### src/rtl/fp_vec_add_arbiter_if.sv
// Bundles the two requester ports, the shared adder port and the response/status
// signals of fp_vec_add_arbiter. master = arbiter side, slave = environment side.
interface fp_vec_add_arbiter_if #(
    parameter int W  = 12,
    parameter int CW = 4
);
    logic            req0_valid;
    logic            req0_ready;
    logic [4*W-1:0]  req0_x;
    logic [4*W-1:0]  req0_y;
    logic            req1_valid;
    logic            req1_ready;
    logic [4*W-1:0]  req1_x;
    logic [4*W-1:0]  req1_y;
    logic            add_in_valid;
    logic [4*W-1:0]  add_x;
    logic [4*W-1:0]  add_y;
    logic            add_out_valid;
    logic [4*W-1:0]  add_sum;
    logic            rsp0_valid;
    logic            rsp1_valid;
    logic [4*W-1:0]  rsp_sum;
    logic [CW-1:0]   inflight;
    logic            tag_err;

    modport master (
        input  req0_valid, req0_x, req0_y, req1_valid, req1_x, req1_y,
               add_out_valid, add_sum,
        output req0_ready, req1_ready, add_in_valid, add_x, add_y,
               rsp0_valid, rsp1_valid, rsp_sum, inflight, tag_err
    );

    modport slave (
        output req0_valid, req0_x, req0_y, req1_valid, req1_x, req1_y,
               add_out_valid, add_sum,
        input  req0_ready, req1_ready, add_in_valid, add_x, add_y,
               rsp0_valid, rsp1_valid, rsp_sum, inflight, tag_err
    );
endinterface

### src/rtl/fp_vec_add_arbiter.sv
// Round-robin sharing of one non-stalling 4-lane FP vector adder between two
// requesters, with a credit limit and a tag FIFO that routes results back in order.
module fp_vec_add_arbiter #(
    parameter int EXP_BITS  = 5,
    parameter int MANT_BITS = 6,
    parameter int DEPTH     = 8
) (
    input  logic                  clk,
    input  logic                  rst,
    fp_vec_add_arbiter_if.master  bus
);
    localparam int W  = EXP_BITS + MANT_BITS + 1;
    localparam int VW = 4 * W;
    localparam int CW = $clog2(DEPTH) + 1;
    localparam int PW = (DEPTH > 1) ? $clog2(DEPTH) : 1;

    logic [CW-1:0]    inflight_q, inflight_d;
    logic             last_grant_q, last_grant_d;   // 1 = requester 1 won last
    logic [PW-1:0]    wr_ptr_q, wr_ptr_d;
    logic [PW-1:0]    rd_ptr_q, rd_ptr_d;
    logic [DEPTH-1:0] tag_q, tag_d;                 // owner id per in-flight slot
    logic             add_in_valid_q, add_in_valid_d;
    logic [VW-1:0]    add_x_q, add_x_d;
    logic [VW-1:0]    add_y_q, add_y_d;
    logic             rsp0_valid_q, rsp0_valid_d;
    logic             rsp1_valid_q, rsp1_valid_d;
    logic [VW-1:0]    rsp_sum_q, rsp_sum_d;
    logic             tag_err_q, tag_err_d;

    logic can_issue, grant0, grant1, push, pop, fifo_empty, head;

    always_comb begin
        // The credit check looks only at the registered count, so a same-cycle
        // pop never opens a slot early.
        can_issue  = inflight_q < CW'(DEPTH);
        grant0     = can_issue && bus.req0_valid && (!bus.req1_valid || last_grant_q);
        grant1     = can_issue && bus.req1_valid && (!bus.req0_valid || !last_grant_q);
        push       = grant0 || grant1;
        fifo_empty = (inflight_q == '0);
        pop        = bus.add_out_valid && !fifo_empty;
        head       = tag_q[rd_ptr_q];

        last_grant_d   = last_grant_q;
        wr_ptr_d       = wr_ptr_q;
        rd_ptr_d       = rd_ptr_q;
        tag_d          = tag_q;
        add_x_d        = add_x_q;
        add_y_d        = add_y_q;
        rsp_sum_d      = rsp_sum_q;
        add_in_valid_d = push;
        rsp0_valid_d   = pop && !head;
        rsp1_valid_d   = pop && head;
        inflight_d     = inflight_q + CW'(push) - CW'(pop);
        tag_err_d      = tag_err_q || (bus.add_out_valid && fifo_empty);

        if (push) begin
            last_grant_d    = grant1;
            tag_d[wr_ptr_q] = grant1;
            wr_ptr_d        = wr_ptr_q + 1'b1;
            add_x_d         = grant1 ? bus.req1_x : bus.req0_x;
            add_y_d         = grant1 ? bus.req1_y : bus.req0_y;
        end
        if (pop) begin
            rd_ptr_d  = rd_ptr_q + 1'b1;
            rsp_sum_d = bus.add_sum;
        end
    end

    always_ff @(posedge clk or negedge rst) begin
        if (!rst) begin
            inflight_q     <= '0;
            last_grant_q   <= 1'b1;
            wr_ptr_q       <= '0;
            rd_ptr_q       <= '0;
            tag_q          <= '0;
            add_in_valid_q <= 1'b0;
            add_x_q        <= '0;
            add_y_q        <= '0;
            rsp0_valid_q   <= 1'b0;
            rsp1_valid_q   <= 1'b0;
            rsp_sum_q      <= '0;
            tag_err_q      <= 1'b0;
        end else begin
            inflight_q     <= inflight_d;
            last_grant_q   <= last_grant_d;
            wr_ptr_q       <= wr_ptr_d;
            rd_ptr_q       <= rd_ptr_d;
            tag_q          <= tag_d;
            add_in_valid_q <= add_in_valid_d;
            add_x_q        <= add_x_d;
            add_y_q        <= add_y_d;
            rsp0_valid_q   <= rsp0_valid_d;
            rsp1_valid_q   <= rsp1_valid_d;
            rsp_sum_q      <= rsp_sum_d;
            tag_err_q      <= tag_err_d;
        end
    end

    assign bus.req0_ready   = grant0;
    assign bus.req1_ready   = grant1;
    assign bus.add_in_valid = add_in_valid_q;
    assign bus.add_x        = add_x_q;
    assign bus.add_y        = add_y_q;
    assign bus.rsp0_valid   = rsp0_valid_q;
    assign bus.rsp1_valid   = rsp1_valid_q;
    assign bus.rsp_sum      = rsp_sum_q;
    assign bus.inflight     = inflight_q;
    assign bus.tag_err      = tag_err_q;
endmodule

### src/flat_wrapper.sv
// flat-port wrapper written by rule: the top's interface ports become plain ports
module fp_vec_add_arbiter_flat 
#(
    parameter int EXP_BITS  = 5,
    parameter int MANT_BITS = 6,
    parameter int DEPTH     = 8
)
  (clk, rst, bus_req0_valid, bus_req0_x, bus_req0_y, bus_req1_valid, bus_req1_x, bus_req1_y, bus_add_out_valid, bus_add_sum, bus_req0_ready, bus_req1_ready, bus_add_in_valid, bus_add_x, bus_add_y, bus_rsp0_valid, bus_rsp1_valid, bus_rsp_sum, bus_inflight, bus_tag_err);
  fp_vec_add_arbiter_if #(.W(12), .CW(4)) bus_i ();
  input  logic clk;
  input  logic rst;
  input wire logic [$bits(bus_i.req0_valid)-1:0] bus_req0_valid;
  input wire logic [$bits(bus_i.req0_x)-1:0] bus_req0_x;
  input wire logic [$bits(bus_i.req0_y)-1:0] bus_req0_y;
  input wire logic [$bits(bus_i.req1_valid)-1:0] bus_req1_valid;
  input wire logic [$bits(bus_i.req1_x)-1:0] bus_req1_x;
  input wire logic [$bits(bus_i.req1_y)-1:0] bus_req1_y;
  input wire logic [$bits(bus_i.add_out_valid)-1:0] bus_add_out_valid;
  input wire logic [$bits(bus_i.add_sum)-1:0] bus_add_sum;
  output wire logic [$bits(bus_i.req0_ready)-1:0] bus_req0_ready;
  output wire logic [$bits(bus_i.req1_ready)-1:0] bus_req1_ready;
  output wire logic [$bits(bus_i.add_in_valid)-1:0] bus_add_in_valid;
  output wire logic [$bits(bus_i.add_x)-1:0] bus_add_x;
  output wire logic [$bits(bus_i.add_y)-1:0] bus_add_y;
  output wire logic [$bits(bus_i.rsp0_valid)-1:0] bus_rsp0_valid;
  output wire logic [$bits(bus_i.rsp1_valid)-1:0] bus_rsp1_valid;
  output wire logic [$bits(bus_i.rsp_sum)-1:0] bus_rsp_sum;
  output wire logic [$bits(bus_i.inflight)-1:0] bus_inflight;
  output wire logic [$bits(bus_i.tag_err)-1:0] bus_tag_err;
  assign bus_i.req0_valid = bus_req0_valid;
  assign bus_i.req0_x = bus_req0_x;
  assign bus_i.req0_y = bus_req0_y;
  assign bus_i.req1_valid = bus_req1_valid;
  assign bus_i.req1_x = bus_req1_x;
  assign bus_i.req1_y = bus_req1_y;
  assign bus_i.add_out_valid = bus_add_out_valid;
  assign bus_i.add_sum = bus_add_sum;
  assign bus_req0_ready = bus_i.req0_ready;
  assign bus_req1_ready = bus_i.req1_ready;
  assign bus_add_in_valid = bus_i.add_in_valid;
  assign bus_add_x = bus_i.add_x;
  assign bus_add_y = bus_i.add_y;
  assign bus_rsp0_valid = bus_i.rsp0_valid;
  assign bus_rsp1_valid = bus_i.rsp1_valid;
  assign bus_rsp_sum = bus_i.rsp_sum;
  assign bus_inflight = bus_i.inflight;
  assign bus_tag_err = bus_i.tag_err;
  fp_vec_add_arbiter #(.EXP_BITS(EXP_BITS), .MANT_BITS(MANT_BITS), .DEPTH(DEPTH)) u_core (.clk(clk), .rst(rst), .bus(bus_i));
endmodule
### config.mk
export PLATFORM = sky130hd
export DESIGN_NAME = fp_vec_add_arbiter_flat
export DESIGN_NICKNAME = d
export VERILOG_FILES = /design/src/rtl/fp_vec_add_arbiter_if.sv /design/src/rtl/fp_vec_add_arbiter.sv /design/src/flat_wrapper.sv
export SDC_FILE = /design/constraint.sdc
export NUM_CORES = 1
export LEC_CHECK = 0
export ABC_CLOCK_PERIOD_IN_PS = 5170
export BUFFER_PORTS_ARGS = -buffer_cell sky130_fd_sc_hd__buf_4
export CAP_MARGIN = 20
export CORE_ASPECT_RATIO = 1.25
export CORE_MARGIN = 10
export CORE_UTILIZATION = 30
export DETAILED_ROUTE_END_ITERATION = 10
export PLACE_DENSITY = 0.65
export SLEW_MARGIN = 10
export SYNTH_ARGS = -nofsm -noshare
export SYNTH_HDL_FRONTEND = slang
export SYNTH_SLANG_ARGS = --single-unit
### constraint.sdc
create_clock -name clk -period 5.17 [get_ports clk]
set_clock_uncertainty 0.1 [all_clocks]
set_input_delay 1.551 -clock clk [delete_from_list [all_inputs] [get_ports clk]]
set_output_delay 1.551 -clock clk [all_outputs]
set_load 0.02 [all_outputs]
==> run summary <==
## Status
- run status: finished, final reports clean

## Detailed routing
- number of iterations in the first detailed-routing pass: 5
- starting DRC count in detailed routing: 528
- total vias in the final route: 7,727
- average detailed-routed wire length per instance: 22.6 µm
- Total Wirelength: 32.9 mm
- Detail Route Antenna Nets: 0
- drt via density: 5.30
- remaining design rule violation count: 0

## CTS
- post-CTS setup buffer count: 0
- hold buffer count at cts: 0
- clock latency of the later-clocked register in the worst-skew pair: 430 ps
- clock buffer depth: 2
- Reg clk slew, reported paths: 70 ps
- TritonCTS clock tree: yes
- count of cells resized by post-cts repair: 0
- root buf cell: sky130_fd_sc_hd__clkbuf_16
- total clock buffers created by CTS: 17
- clock sinks: 167
- # H-tree levels: 4

## Logic synthesis
- number of distinct standard cells referenced by the synthesized netlist: 47
- share of Yosys cell area claimed by the top area cell type: 50.3%
- share of synthesized flip-flops with an asynchronous set or reset: 100%
- Seq cells post-synth: 167
- cell type with the largest total area after synthesis: sky130_fd_sc_hd__dfrtp_1
- number of enable flip-flop cells after synthesis: 0
- Synth Instances: 764
- synthesized net count: 1,016
- synthesized area: 8260 µm²
- total of warnings raised by yosys: 0
- library cell with the highest instance count after synthesis: sky130_fd_sc_hd__dfrtp_1
- flip-flop cell with the highest count after synthesis: sky130_fd_sc_hd__dfrtp_1
- Post-synth top cells: sky130_fd_sc_hd__dfrtp_1 (166), sky130_fd_sc_hd__nor2_1 (99), sky130_fd_sc_hd__a31oi_1 (97)
- portion of the post-synthesis area used by sequential elements: 50.6%
- cells taking the most area after synthesis: sky130_fd_sc_hd__dfrtp_1 (50%), sky130_fd_sc_hd__o2111ai_1 (10%), sky130_fd_sc_hd__mux2_4 (8.0%)
- mean cell area of the mapped netlist: 10.8 µm²

## Placed design
- post-DP HPWL: 23.2 mm
- buffers added on ports: 398
- Final GP Congestion: 0.761

## Pwr
- Sw Share: 43.6%
- IR drop worst, VDD: 237 µV
- Static Leakage: 0.00526 µW
- Comb power frac: 49.9%
- power spent charging and discharging nets: 3010 µW
- sequential power share: 32.5%
- power density of the placed cells: 582 nW/µm²
- internal power: 3890 µW
- part of the total power dissipated in the clock network: 17.6%

## Floorplan
- row count: 67
- die footprint: 34,600 µm²
- effective utilization at floorplan: 30.6%
- x dimension of the die: 168 µm
- number of top-level pins: 399
- height of the die: 206 µm
- total core area: 27,000 µm²

## STA
- highest attainable clock frequency: 0.255 GHz
- Final Setup Violations: 0
- Final Hold Fails: 0
- Max-slew headroom: 41.1%
- transition time at the pin with the least slew margin: 884 ps
- max-slew violation total from the final report: 0
- total negative slack for setup checks: 0 ps
- post-layout minimum cycle time: 3920 ps
- RSZ-0062 raised after global routing: false
- Worst Hold Margin: 388 ps
- ratio of final minimum period to clock period: 75.8%

## Worst setup path
- worst reg2reg endpoint: u_core.bus.inflight[3]
- Critical Path Source Type: primary input
- Worst Reg2Reg Path Length in Cells: 9
- critical path required time: 3520 ps
- worst path arrival time: 2270 ps
- CP Capture Type: output pin
- worst setup path startpoint: bus_req0_valid
- Crit Path Max Fanout: 9
- worst reg2reg path startpoint: u_core.bus.inflight[3]
- Critical Setup Path Class: in2out
- Register-to-Register Setup Slack: 1600 ps

## Worst hold path
- kind of path behind the tightest hold check: reg2reg
- Worst Hold Depth: 1
- origin of the worst min-delay path: u_core.bus.tag_err
- end point of the worst hold path: u_core.bus.tag_err

## GRT
- largest net degree at the start of global routing: 116
- initial antenna violation count: 2
- global-route usage over all layers: 17.9%
- via count of the first global-routing pass: 8,094
- global route total overflow: 0
- first-pass GRT wire length: 49.3 mm

## Cells and area
- layout overhead on the synthesized area: 43.5%
- area used by multi-input combinational logic: 3540 µm²
- fraction of final layout cells sized beyond drive strength 1: 46.0%
- Net count, final: 1,352
- sequential cell area in the final layout: 4180 µm²
- Fill cells: 2,608

## Flow run
- number of max-capacitance violations reported: 0

[flip-flops by register name (all words and copies together) (netlist names)]
| signal | cells |
|---|---|
| u_core.wr_ptr_q | 3 |
| u_core.bus.add_x | 48 |
| u_core.bus.rsp0_valid | 1 |
| u_core.rd_ptr_q | 3 |
| u_core.bus.tag_err | 1 |
| u_core.bus.add_y | 48 |
| u_core.last_grant_q | 1 |
| u_core.bus.rsp_sum | 48 |
| u_core.tag_q | 8 |
| u_core.bus.rsp1_valid | 1 |
| u_core.bus.add_in_valid | 1 |
| u_core.bus.inflight | 4 |
[routing by layer]
layer | track usage, % | wire (µm) | vias up | part of all wire (%)
li1 | - | - | 3585 | -
met3 | 7.31 | 3180 | 34 | 9.6
met2 | 30.0 | 16300 | 341 | 50
met1 | 20.4 | 12700 | 3767 | 39
met5 | 0 | 0 | - | 0
met4 | 6.04 | 670 | 0 | 2.0
[power by group through the flow]
stage | registers, µW | logic (µW) | clock network (µW)
detailed placement | 2270 | 3490 | 0
CTS | 2250 | 3490 | 1250
finish | 2240 | 3440 | 1210
global placement | 2240 | 3450 | 0
global route | 2320 | 3710 | 1290
floorplan | 2790 | 1510 | 0
[worst max-delay path, cell delays in order]
cell and delay [ps]:
sky130_fd_sc_hd__buf_4 130, sky130_fd_sc_hd__and2_2 210, sky130_fd_sc_hd__nor2_4 180, sky130_fd_sc_hd__buf_4 190
[cell usage in the layout, fill, tap and decap left out, types with 2 or more instances in the layout]
master	count
sky130_fd_sc_hd__clkbuf_16	17
sky130_fd_sc_hd__mux2_4	44
sky130_fd_sc_hd__buf_12	2
sky130_fd_sc_hd__nor2_1	99
sky130_fd_sc_hd__nand4b_1	2
sky130_fd_sc_hd__clkinv_4	2
sky130_fd_sc_hd__nor4b_1	2
sky130_fd_sc_hd__clkinv_2	6
sky130_fd_sc_hd__mux2i_1	5
sky130_fd_sc_hd__a31oi_1	97
sky130_fd_sc_hd__o21ai_1	10
sky130_fd_sc_hd__nand2_1	5
sky130_fd_sc_hd__buf_4	408
sky130_fd_sc_hd__xnor2_1	5
sky130_fd_sc_hd__ha_1	6
sky130_fd_sc_hd__inv_6	5
sky130_fd_sc_hd__o21ai_0	86
sky130_fd_sc_hd__o2111ai_1	96
sky130_fd_sc_hd__dfrtp_1	166
sky130_fd_sc_hd__mux2_2	13
sky130_fd_sc_hd__diode_2	2
sky130_fd_sc_hd__inv_1	5
sky130_fd_sc_hd__nand3_1	3
sky130_fd_sc_hd__clkinvlp_4	4
[worst max-delay path by stage]
| stage | endpoint | cells past startpoint |
|---|---|---|
| final | bus_req1_ready | 4 |
| after global routing | bus_req1_ready | 4 |
| after CTS | bus_req1_ready | 4 |
| after detailed placement | u_core.bus.inflight[2] | 8 |
| after global placement | u_core.bus.inflight[1] | 8 |
| after floorplan | bus_req0_ready | 4 |
[stage by stage]
stage	cell area [µm²]	instances	worst slack, ps	total power, µW	utilization, %
floorplan	8260	764	1050	4290	-
global placement	11300	1426	1220	5700	41.9
detailed placement	11300	1426	1170	5760	41.9
CTS	11900	1457	1240	6980	43.9
global route	11900	1459	1210	7330	43.9
finish	11900	1459	1250	6890	43.9
[cell families (layout without fill, tap and decap cells)]
group | count (synthesis) | count (layout) | synth area share (%)
flops | 167 | 167 | 50.6
simple gates | 123 | 123 | 6.57
buf+inv | 103 | 451 | 6.59
fa+ha+maj | 7 | 7 | 1.15
other cells | 0 | 2 | 0
xor+xnor | 6 | 6 | 0.636
compound gates | 296 | 296 | 24.1
mux | 62 | 62 | 10.4
[cell type report]
class,count,share of cell area (%)
repair buffers,411,26.3
clock inverters,13,0.823
diodes,2,0.0422
inverters,9,0.359
clock buffers,18,3.70
well taps,345,3.64
multi-input cells,494,29.9
flip-flops and latches,167,35.3
(Power assumes the default switching activity.)
